[src/rtl/lsu_pkg.sv]
// Shared definitions for the load/store unit: funct3 codes, FSM state type and
// the byte-enable helper.
package lsu_pkg;

  localparam logic [2:0] F3Lb  = 3'b000;
  localparam logic [2:0] F3Lh  = 3'b001;
  localparam logic [2:0] F3Lw  = 3'b010;
  localparam logic [2:0] F3Lbu = 3'b100;
  localparam logic [2:0] F3Lhu = 3'b101;
  localparam logic [2:0] F3Sb  = 3'b000;
  localparam logic [2:0] F3Sh  = 3'b001;
  localparam logic [2:0] F3Sw  = 3'b010;

  typedef enum logic [1:0] {
    StIdle = 2'b00,
    StBusy = 2'b01,
    StDone = 2'b10
  } lsu_state_e;

  // funct3[1:0] encodes access width for both loads and stores.
  function automatic logic [3:0] lsu_be(input logic [2:0] funct3, input logic [1:0] addr_lo);
    logic [3:0] be;
    case (funct3[1:0])
      F3Sb[1:0]: be = 4'b0001 << addr_lo;
      F3Sh[1:0]: be = 4'b0011 << {addr_lo[1], 1'b0};
      default:   be = 4'b1111;
    endcase
    return be;
  endfunction

endpackage

[src/rtl/load_align.sv]
// Extracts the addressed byte/halfword lane from a read word and sign- or
// zero-extends it according to funct3.
module load_align
  import lsu_pkg::*;
(
  input  logic [31:0] i_rdata,
  input  logic [1:0]  i_addr_lo,
  input  logic [2:0]  i_funct3,
  output logic [31:0] o_data
);

  logic [7:0]  w_byte;
  logic [15:0] w_half;

  always_comb begin
    w_byte = i_rdata[7:0];
    case (i_addr_lo)
      2'd0:    w_byte = i_rdata[7:0];
      2'd1:    w_byte = i_rdata[15:8];
      2'd2:    w_byte = i_rdata[23:16];
      default: w_byte = i_rdata[31:24];
    endcase
  end

  assign w_half = i_addr_lo[1] ? i_rdata[31:16] : i_rdata[15:0];

  always_comb begin
    o_data = i_rdata;
    case (i_funct3)
      F3Lb:    o_data = {{24{w_byte[7]}}, w_byte};
      F3Lh:    o_data = {{16{w_half[15]}}, w_half};
      F3Lbu:   o_data = {24'd0, w_byte};
      F3Lhu:   o_data = {16'd0, w_half};
      default: o_data = i_rdata;
    endcase
  end

endmodule

[src/rtl/load_store_unit.sv]
// MEM-stage load/store unit: one access at a time on a req/ack bus with timeout.
// Define LSU_MISALIGN_TRAP_EN to trap misaligned accesses instead of aligning them.
module load_store_unit
  import lsu_pkg::*;
#(
  parameter int unsigned TIMEOUT = 255
) (
  input  logic        Clk,
  input  logic        Rst,
  input  logic        ex_valid,
  input  logic        ex_load,
  input  logic        ex_store,
  input  logic [2:0]  ex_funct3,
  input  logic [31:0] ex_addr,
  input  logic [31:0] ex_wdata,
  input  logic [4:0]  ex_rd,
  output logic        stall_o,
  output logic        wb_valid,
  output logic [4:0]  wb_rd,
  output logic [31:0] wb_data,
  output logic        err_o,
  output logic        dm_req,
  output logic        dm_we,
  output logic [31:0] dm_addr,
  output logic [3:0]  dm_be,
  output logic [31:0] dm_wdata,
  input  logic        dm_ack,
  input  logic [31:0] dm_rdata
);

  localparam logic [9:0] TimeoutCnt = 10'(TIMEOUT);

  lsu_state_e  r_state, w_state_d;
  logic [31:0] r_addr, r_wdata, r_wb_data, w_load_data, w_st_data;
  logic [3:0]  r_be;
  logic [2:0]  r_f3;
  logic [4:0]  r_rd;
  logic [1:0]  r_lo, w_lo;
  logic        r_load, r_store, r_err;
  logic [9:0]  r_cnt, w_cnt_inc;
  logic        w_op, w_f3_bad, w_misalign, w_illegal;
  logic        w_accept, w_trap, w_ack, w_timeout;

  assign w_op      = ex_valid & (ex_load | ex_store);
  assign w_f3_bad  = (ex_funct3 == 3'b011) | (ex_funct3[2:1] == 2'b11);
  assign w_cnt_inc = r_cnt + 10'd1;

`ifdef LSU_MISALIGN_TRAP_EN
  assign w_misalign = ((ex_funct3[1:0] == F3Sh[1:0]) & ex_addr[0]) |
                      ((ex_funct3[1:0] == F3Sw[1:0]) & (ex_addr[1:0] != 2'b00));
`else
  assign w_misalign = 1'b0;
`endif

  assign w_illegal = w_f3_bad | w_misalign;

  // Natural alignment of the lane offset; only reachable for misaligned
  // accesses when trapping is disabled.
  always_comb begin
    w_lo      = ex_addr[1:0];
    w_st_data = ex_wdata;
    case (ex_funct3[1:0])
      F3Sb[1:0]: begin
        w_lo      = ex_addr[1:0];
        w_st_data = {4{ex_wdata[7:0]}};
      end
      F3Sh[1:0]: begin
        w_lo      = {ex_addr[1], 1'b0};
        w_st_data = {2{ex_wdata[15:0]}};
      end
      default: begin
        w_lo      = 2'b00;
        w_st_data = ex_wdata;
      end
    endcase
  end

  always_comb begin
    w_state_d = r_state;
    w_accept  = 1'b0;
    w_trap    = 1'b0;
    w_ack     = 1'b0;
    w_timeout = 1'b0;
    case (r_state)
      StIdle: begin
        if (w_op) begin
          if (w_illegal) begin
            w_trap    = 1'b1;
            w_state_d = StDone;
          end else begin
            w_accept  = 1'b1;
            w_state_d = StBusy;
          end
        end
      end
      StBusy: begin
        if (dm_ack) begin
          w_ack     = 1'b1;
          w_state_d = StDone;
        end else if (w_cnt_inc == TimeoutCnt) begin
          w_timeout = 1'b1;
          w_state_d = StDone;
        end
      end
      StDone:  w_state_d = StIdle;
      default: w_state_d = StIdle;
    endcase
  end

  always_ff @(posedge Clk or negedge Rst) begin
    if (!Rst) begin
      r_state   <= StIdle;
      r_addr    <= '0;
      r_wdata   <= '0;
      r_wb_data <= '0;
      r_be      <= '0;
      r_f3      <= '0;
      r_rd      <= '0;
      r_lo      <= '0;
      r_load    <= 1'b0;
      r_store   <= 1'b0;
      r_err     <= 1'b0;
      r_cnt     <= '0;
    end else begin
      r_state <= w_state_d;
      if (w_accept) begin
        r_addr  <= {ex_addr[31:2], 2'b00};
        r_lo    <= w_lo;
        r_be    <= lsu_be(ex_funct3, w_lo);
        r_wdata <= w_st_data;
        r_f3    <= ex_funct3;
        r_rd    <= ex_rd;
        r_load  <= ex_load;
        r_store <= ex_store;
        r_err   <= 1'b0;
        r_cnt   <= '0;
      end else if (w_trap) begin
        r_rd    <= ex_rd;
        r_load  <= ex_load;
        r_store <= ex_store;
        r_err   <= 1'b1;
      end
      if (r_state == StBusy) begin
        r_cnt <= w_cnt_inc;
      end
      if (w_ack && r_load) begin
        r_wb_data <= w_load_data;
      end
      if (w_timeout) begin
        r_err <= 1'b1;
      end
    end
  end

  load_align u_load_align (
    .i_rdata   (dm_rdata),
    .i_addr_lo (r_lo),
    .i_funct3  (r_f3),
    .o_data    (w_load_data)
  );

  assign stall_o  = ((r_state == StIdle) & w_op) | (r_state == StBusy);
  assign dm_req   = (r_state == StBusy);
  assign dm_we    = dm_req & r_store;
  assign dm_addr  = r_addr;
  assign dm_be    = r_be;
  assign dm_wdata = r_wdata;
  assign wb_valid = (r_state == StDone) & r_load & ~r_err;
  assign err_o    = (r_state == StDone) & r_err;
  assign wb_rd    = r_rd;
  assign wb_data  = r_wb_data;

endmodule

[config.mk]
export PLATFORM = sky130hd
export DESIGN_NAME = load_store_unit
export DESIGN_NICKNAME = d
export VERILOG_FILES = /design/src/rtl/lsu_pkg.sv /design/src/rtl/load_align.sv /design/src/rtl/load_store_unit.sv
export SDC_FILE = /design/constraint.sdc
export NUM_CORES = 1
export LEC_CHECK = 0
export CAP_MARGIN = 25
export CORE_MARGIN = 4
export CORE_UTILIZATION = 50
export CTS_BUF_LIST = sky130_fd_sc_hd__clkbuf_4
export DETAILED_ROUTE_END_ITERATION = 8
export GPL_TIMING_DRIVEN = 1
export PLACE_DENSITY = 0.89
export SYNTH_ARGS = -nofsm -noshare
export SYNTH_HDL_FRONTEND = slang
export SYNTH_SLANG_ARGS = --single-unit
[constraint.sdc]
create_clock -name Clk -period 5.38 [get_ports Clk]
set_input_delay 0.807 -clock Clk [delete_from_list [all_inputs] [get_ports Clk]]
set_output_delay 0.807 -clock Clk [all_outputs]
set_load 0.005 [all_outputs]
==> summary.md <==
| Metric | Value |
|---|---|
| Nets | `a little under 900` |
| Critical Path Start Type | `register` |
| Crit Path Max Fanout | `13` |
| PwrDens | `between 400 and 500 nW/µm²` |
| Asr flop ratio synth | `100%` |
| CTS clk-pin slew, worst paths | `approximately 0.090 ns` |
| PostCTS Resize Cnt | `0` |
| Clock net sink count | `between 100 and 150` |
| Input/output buffers | `around 220` |
| Grt ovf | `0` |
| Synth-to-Final Area Change | `40.9%` |
| WL final | `approximately 17000 µm` |
| First-pass GRT wire length | `26400 µm` |
| Vias | `around 5.2k` |
| Sequential share of the synthesized area | `between 50% and 60%` |
| Crit path DAT | `around 2.5 ns` |
| Worst setup EP type | `output port` |
| Reg-to-Reg Start | `r_state[1]$_DFFE_PN0P_` |
| Clock root cell | `clkbuf_4` |
| Dominant synthesized flop cell | `dfrtp_1` |
| Final Max Tran Viols | `0` |
| Row cnt | `39` |
| Flops & latches, synth | `between 100 and 150` |
| DR pass1 iterations | `5` |
| Slew HR | `about a third` |
| Total track usage | `roughly a quarter` |
| Detail Route Antenna Nets | `0` |
| Status | `completed` |
| DP HPWL | `around 13000 µm` |
| Min-delay src | `dm_be[1]$_DFFE_PN0P_` |
| Setup-failing EPs final | `0` |
| Reg2Reg Setup Slack | `between 2 and 3 ns` |
| Reg2Reg Depth | `5` |
| Core box area | `11500 µm²` |
| Drc violations | `0` |
| Die area | `13600 µm²` |
| Number of flops mapped to enable cells by yosys | `0` |
| Minimum clock period | `3.29 ns` |
| Antenna violations before repair | `0` |
| Initial core utilization | `51.3%` |
| Min-Delay Endpoint | `dm_be[1]$_DFFE_PN0P_` |
| Pin count of the biggest net entering global routing | `78` |
| VDD IR-drop max | `330 µV` |
| Final Skew | `between 0.015 and 0.02 ns` |
| Worst R2R End | `wb_data[29]$_DFFE_PN0P_` |
| F_max | `304 MHz` |
| Setup Crit Path Kind | `reg2out` |
| Clock Latency Late Sink | `about 0.56 ns` |
| Die X | `approximately 120 µm` |
| Die height | `around 120 µm` |
| Final hold viol count | `0` |
| # fillers | `roughly 780` |
| Critical Path RT | `4.57 ns` |
| Total design power | `about 3800 µW` |
| Iteration-0 DRC Markers | `roughly 520` |
| Cells after Synth | `560` |
| Most frequent cells in the layout | `clkdlybuf4s50_1, dfrtp_1, nand2_1, mux2_4, nand3_1` |
| RD Place Congestion | `0.868` |
| Wire length per cell | `18.9 µm` |
| Layout cells sized above 1 | `12.4%` |
| Max Cap Viol | `0` |
| IO Count | `220` |
| Hold path depth | `2` |
| CTS buffer count | `17` |
| Total negative slack | `0 ns` |
| CTS HTree Levels | `4` |
| Leakage | `0.00376 µW` |
| Via density | `about 5.6` |
| Most common cell after layout, fill and taps aside | `clkdlybuf4s50_1` |
| Final period util | `roughly three fifths` |
| CTS tree | `built` |
| Synth warn | `0` |
| Hold Crit Class | `reg2reg` |
| RSZ-0062 raised after global routing | `false` |
| Synth Cell Area | `roughly 5900 µm²` |
| Mapped Avg Cell Area | `~11 µm²` |
| Netlist cell types | `49` |
| Maximum root-to-sink buffer count | `2` |
| Least-Margin Pin Slew | `around 1 ns` |
| Number of global-route vias before repair | `about 5.2k` |
## state kept, by name, summed over array words and instances (netlist names)
| name | flops |
|---|---|
| r_err | 1 |
| wb_data | 32 |
| dm_wdata | 32 |
| r_load | 1 |
| r_f3 | 3 |
| dm_be | 4 |
| wb_rd | 5 |
| r_store | 1 |
| r_cnt | 10 |
| r_lo | 2 |
| dm_addr | 30 |
| r_state | 2 |
## logic make-up after synthesis
kind of cell,synth area share [%]
buf+inv,4.00
xor+xnor,0.298
other cells,0.0637
mux,16.2
flops,52.3
fa+ha+maj,0.425
compound gates,11.3
simple gates,15.4
## worst max-delay path by stage
stage | cells past startpoint | endpoint | start | slack [ns]
after floorplan | 6 | dm_addr[10]$_DFFE_PN0P_ | ex_funct3[0] | 3.11
after global placement | 6 | dm_addr[29]$_DFFE_PN0P_ | ex_funct3[1] | 1.94
after detailed placement | 6 | dm_addr[7]$_DFFE_PN0P_ | ex_funct3[1] | 1.87
after CTS | 4 | dm_we | r_state[1]$_DFFE_PN0P_ | 2.08
after global routing | 4 | dm_we | r_state[1]$_DFFE_PN0P_ | 1.89
final | 4 | dm_we | r_state[1]$_DFFE_PN0P_ | 2.09
## critical path: stages, from the launching register on
cell and delay, ns:
dfrtp_1 0.49, nand2b_1 0.35, inv_1 0.37, and2_1 0.21, clkdlybuf4s50_1 0.52
## metrics by stage
step	hold slack (ns)	area, µm²	utilization [%]	cells	setup WS, ns
finish	0.481	8290	72.3	916	2.09
global route	0.517	8290	72.3	915	1.89
CTS	0.422	8250	72.0	913	2.08
detailed placement	0.464	8060	70.3	885	1.87
global placement	0.453	8060	70.3	885	1.94
floorplan	0.437	5890	-	561	3.11
## power by group
part / internal (µW) / switching, µW
Combinational: 1050 / 570
Clock: 184 / 318
Sequential: 1310 / 317
## cell usage after synthesis (all sizes together), types with 2 or more instances
| cell | count | area share [%] |
|---|---|---|
| a21oi | 19 | 1.6 |
| a22oi | 8 | 1.0 |
| a2bb2oi | 2 | 0.30 |
| a31oi | 13 | 1.4 |
| buf | 16 | 2.0 |
| clkbuf | 25 | 1.6 |
| dfrtp | 123 | 52 |
| ha | 2 | 0.43 |
| inv | 7 | 0.45 |
| mux2 | 46 | 11 |
| mux2i | 27 | 4.6 |
| nand2 | 108 | 6.9 |
| nand2b | 3 | 0.32 |
| nand3 | 36 | 3.1 |
| nand4 | 3 | 0.32 |
| nor2 | 25 | 1.6 |
| nor3 | 10 | 0.85 |
| o21a | 3 | 0.38 |
| o21ai | 45 | 3.8 |
| o221a | 7 | 1.3 |
| o31ai | 3 | 0.38 |
| or2 | 7 | 0.74 |
| or4 | 2 | 0.32 |
| xnor2 | 2 | 0.30 |
## timing repair
action                    in CTS  in global routing
hold endpoints to repair       0                  1
setup buffers                  0                  0
hold buffers                   0                  1
## layout make-up
cell class	instances	area (µm²)	area share (%)
Inverter	7	26.3	0.317
Multi-Input combinational cell	390	2570	31.0
Timing Repair Buffer	224	2240	27.1
Antenna cell	1	2.50	0.0302
Sequential cell	123	3080	37.1
Clock inverter	7	30.0	0.362
Tap cell	143	179	2.16
Clock buffer	21	158	1.90
## routing by layer
metal  up-vias  global-route usage (%)  part of all wire (%)
li1       2369                       -                     -
met1      2509                    30.8                    39
met2       251                    42.3                    50
met3        39                    7.72                   8.5
met4         0                    9.13                   2.4
met5         -                       0                     0
(Power assumes the default switching activity.)
==> RTL change 1 (same settings) <==
Encoding of `lsu_state_e`: now one-hot (3 bits for 3 states).
--- a/src/rtl/lsu_pkg.sv
+++ b/src/rtl/lsu_pkg.sv
@@ -12,8 +12,8 @@
   localparam logic [2:0] F3Sw  = 3'b010;
 
-  typedef enum logic [1:0] {
-    StIdle = 2'b00,
-    StBusy = 2'b01,
-    StDone = 2'b10
+  typedef enum logic [2:0] {
+    StIdle = 3'b001,
+    StBusy = 3'b010,
+    StDone = 3'b100
   } lsu_state_e;
 
Function: same outputs for any inputs over 4 cycles, from zero or initial values and one cycle with Rst low; so few cycles prove little.
==> RTL change 1 against the original RTL <==
Synthesized area shrank 1.5%; design area grew 0.12%; clock power grew 24%; total power shrank 8.3%; clock skew shrank 0.0068 ns; largest power group unchanged; maximum frequency shrank 2.5%; wire length shrank 1.4%; synthesized cell count shrank 0.36%; setup slack lost 0.084 ns; highest routed layer unchanged; sequential cell count grew 1.
==> RTL change 1: results (changes against the original RTL) <==
metric;value;unit;change
CTS resizes;0;;unchanged
synth cell count leaders;123 x dfrtp_1, 98 x nand2_1, 58 x o21ai_0;;
P_leak;3.711;nW;-1.3%
Slew @ Worst Pin;1.016;ns;+0.001734 ns
Overall Global Routing Usage;0.2549;;+0.002630
WP data arrival;2.57;ns;+0.09 ns
vias in the first global route;5201;;-0.59%
Net count, final;869;;-0.69%
GP Congestion;0.8570;;-1.3%
maximum net fanout on the critical path;7;;-6
synth top area cells;dfrtp_1 53%, mux2_2 8.6%, nand2_1 6.3%;;
register area share after synthesis;0.5359;;+0.01267
first-pass GRT wire length;26280;um;-0.39%
Post-Route WL;17040;um;-1.4%
Max IR drop VDD;0.2705;mV;-18%
DP HPWL;12550;um;about the same
CTS buffer count;17;;unchanged
Synth Warn #;0;;unchanged
CTS root buf;clkbuf_4;;
status;finished, final reports clean;;
Vias;5050;;-2.3%
Min-Delay Path Class;in -> async;;
clk buf depth;2;;unchanged
clock transition at the registers of the reported paths;0.11;ns;+0.02 ns
router iterations before antenna repair;5;;unchanged
# Max-Cap Violations;0;;unchanged
clock skew;0.01178;ns;-0.006751 ns
antenna violations before repair;1;;+1
Netlist cell types;50;;+2.0%
layout cells sized above 1;0.1260;;+0.001622
post-CTS setup buffer count;0;;unchanged
Initial DRC Count;292;;-44%
clk_lat worst skew;0.53;ns;-0.03 ns
largest net degree at the start of global routing;84;;+7.7%
RTL change 1: final cells by class:
| class | count | area, sq um |
|---|---|---|
| fill | 802 | 3068 |
| clock inverter | 14 | 128.9 |
| sequential | 124 | 3104 |
| tap | 143 | 178.9 |
| antenna | 1 | 2.502 |
| inverter | 8 | 35.03 |
| timing repair buffer | 222 | 2240 |
| clock buffer | 18 | 135.1 |
| multi-input combinational | 384 | 2477 |
RTL change 1: stage by stage:
stage          utilization  instance area [sq um]  hold slack (ns)  setup WS [ns]  std cells
5_1_grt             0.7302                   8302          0.07835          1.922        914
3_3_place_gp        0.7025                   7988           0.4585          1.852        879
2_1_floorplan            -                   5797           0.4374          2.982        559
4_1_cts             0.7275                   8272           0.4704          2.016        912
6_report            0.7302                   8302           0.1128          2.007        914
3_5_place_dp        0.7043                   8008           0.4661          2.021        880
RTL change 1: critical path: stages:
cell             delay (ns)
clkdlybuf4s50_1        0.47
and4bb_2               0.33
and2_1                 0.30
nor2_1                 0.10
inv_1                  0.06
clkdlybuf4s50_1        0.49
RTL change 1: kinds of logic (layout without fill, tap and decap cells):
group,Yosys count,in the layout,synth area share
flip-flops,124,124,0.5359
AND/OR/NAND/NOR,193,193,0.1613
buffers and inverters,51,262,0.03931
other,1,3,0.0006473
XOR/XNOR,2,2,0.003024
AO/OA/AOI/OAI,105,105,0.1056
adder cells (fa/ha/maj),2,2,0.004319
multiplexers,80,80,0.1499
RTL change 1: final timing paths:
| check | slack, ns | depth (start not counted) | startpoint | to |
|---|---|---|---|---|
| worst max-delay path | 2.01 | 6 | ex_valid | stall_o |
| worst min-delay path | 0.11 | 1 | Rst | r_load |
| worst min register to register | 0.49 | 2 | wb_rd[4] | wb_rd[4] |
| max in group asynchronous | 4.07 | 3 | Rst | dm_addr[29] |
| min in group Clk | 0.49 | 2 | wb_rd[4] | wb_rd[4] |
| worst max register to register | 2.44 | 5 | r_state[2] | wb_data[19] |
RTL change 1: layer usage:
| metal | vias to the layer above | global-route usage | part of all wire |
|---|---|---|---|
| li1 | 2336 | - | - |
| met1 | 2457 | 0.2865 | 0.37 |
| met2 | 229 | 0.4325 | 0.50 |
| met3 | 28 | 0.1123 | 0.11 |
| met4 | 0 | 0.09203 | 0.023 |
| met5 | - | 0 | 0 |
RTL change 1: power by group:
part           switching (mW)  total, mW  leakage (nW)  internal [mW]
Combinational           0.482       1.32          2.02          0.839
Clock                   0.348      0.620         0.132          0.271
Sequential              0.241       1.50          1.56           1.26
==> RTL change 2 (same flow settings) <==
Made on the original files. Build with the macro `LSU_MISALIGN_TRAP_EN` defined.
--- a/src/rtl/load_store_unit.sv
+++ b/src/rtl/load_store_unit.sv
@@ -1,4 +1,6 @@
 // MEM-stage load/store unit: one access at a time on a req/ack bus with timeout.
 // Define LSU_MISALIGN_TRAP_EN to trap misaligned accesses instead of aligning them.
+`define LSU_MISALIGN_TRAP_EN
+
 module load_store_unit
   import lsu_pkg::*;
Formal check against the unedited RTL: not equivalent (Yosys sat finds a counterexample within 4 cycles, from zero or initial values and one cycle with Rst low).
==> RTL change 2 against the original RTL <==
Synthesized area down 2.2%; clock power rose by 30%; total power is 4.8% lower; design area down 0.57%; critical path type is now in -> reg; wire length rose by 7.6%; utilization up 2.4 points; clock skew increased by 0.0048 ns; sequential cell count stayed put; setup slack got worse by 0.25 ns; critical endpoint is now dm_wdata[25].
==> RTL change 2: results (changes against the original RTL) <==
metric;value;unit;change
first-pass GRT wire length;28840;um;+9.3%
post-synthesis xor/xnor area fraction;0.001522;;-0.001455
Post-DP Area;0.007934;sq mm;-1.6%
compound-gate portion of the synthesized area;0.1327;;+0.01974
GP Congestion;0.8841;;+1.8%
Vias;5526;;+6.9%
clock skew;0.02336;ns;+0.004833 ns
switching share of power;0.3360;;+0.01484
R2R Setup Slk;2.54;ns;-0.21 ns
vias in the first global route;5708;;+9.1%
n_diodes;0;;-1
Seq pwr share;0.433;;about the same
Netlist cell types;47;;-4.1%
WP data arrival;3.94;ns;+1.46 ns
R2R Path End;wb_data[15];;
register area share after synthesis;0.5350;;+0.01183
status;finished, final reports clean;;
Initial DRC Count;631;;+20%
Clock power frac;0.183;;+0.049
Net count, final;926;;+5.8%
adder-cell share of the synthesized area;0.004350;;+0.00009621
maximum net fanout on the critical path;63;;+50
P_leak;3.714;nW;-1.2%
Slew HR;0.3196;;-0.002206
largest net degree at the start of global routing;82;;+5.1%
synth top area cells;dfrtp_1 54%, nand2_1 12%, mux2i_1 4.0%;;
layout cells sized above 1;0.07013;;-0.05422
Max IR drop VDD;0.2411;mV;-27%
Overall Global Routing Usage;0.2814;;+0.02907
DP HPWL;13610;um;+8.4%
Min-Delay Path Class;in -> async;;
fraction of synthesized area in multiplexers;0.07329;;-0.08877
RTL change 2: area by class of cell:
| class | instances | area (sq um) |
|---|---|---|
| sequential | 123 | 3078 |
| clock buffer | 18 | 135.1 |
| tap | 140 | 175.2 |
| clock inverter | 14 | 147.6 |
| fill | 761 | 2786 |
| inverter | 6 | 22.52 |
| timing repair buffer | 222 | 2227 |
| multi-input combinational | 444 | 2459 |
RTL change 2: stage by stage:
step	std cells	total power, mW	setup WS (ns)
floorplan	618	2.023	2.875
finish	967	3.570	1.838
CTS	966	3.583	1.890
detailed placement	934	2.928	1.315
global placement	934	2.853	1.393
global route	967	3.789	1.765
RTL change 2: critical path, cell delays in order:
cell,delay (ns)
clkdlybuf4s50_1,0.77
or4_4,0.72
a2111o_2,0.78
buf_4,0.42
a221o_1,0.42
RTL change 2: logic make-up after synthesis:
family,after synthesis
buf+inv,51
xor+xnor,1
fa+ha+maj,2
mux,39
flops,123
other cells,1
compound gates,111
simple gates,289
RTL change 2: layer usage:
layer,part of all wire,routed length (um),global-route usage,vias to the layer above
met5,0,0,0,-
met4,0.028,526,0.1213,0
met3,0.11,2101,0.1111,35
met2,0.48,8901,0.4637,324
met1,0.38,7072,0.3267,2642
li1,-,-,-,2525
RTL change 2: worst max path at each step:
| stage | endpoint | slack, ns |
|---|---|---|
| global route | dm_wdata[25] | 1.77 |
| detailed placement | dm_wdata[27] | 1.31 |
| CTS | dm_wdata[25] | 1.89 |
| floorplan | dm_wdata[25] | 2.87 |
| global placement | dm_wdata[30] | 1.39 |
| finish | dm_wdata[25] | 1.84 |
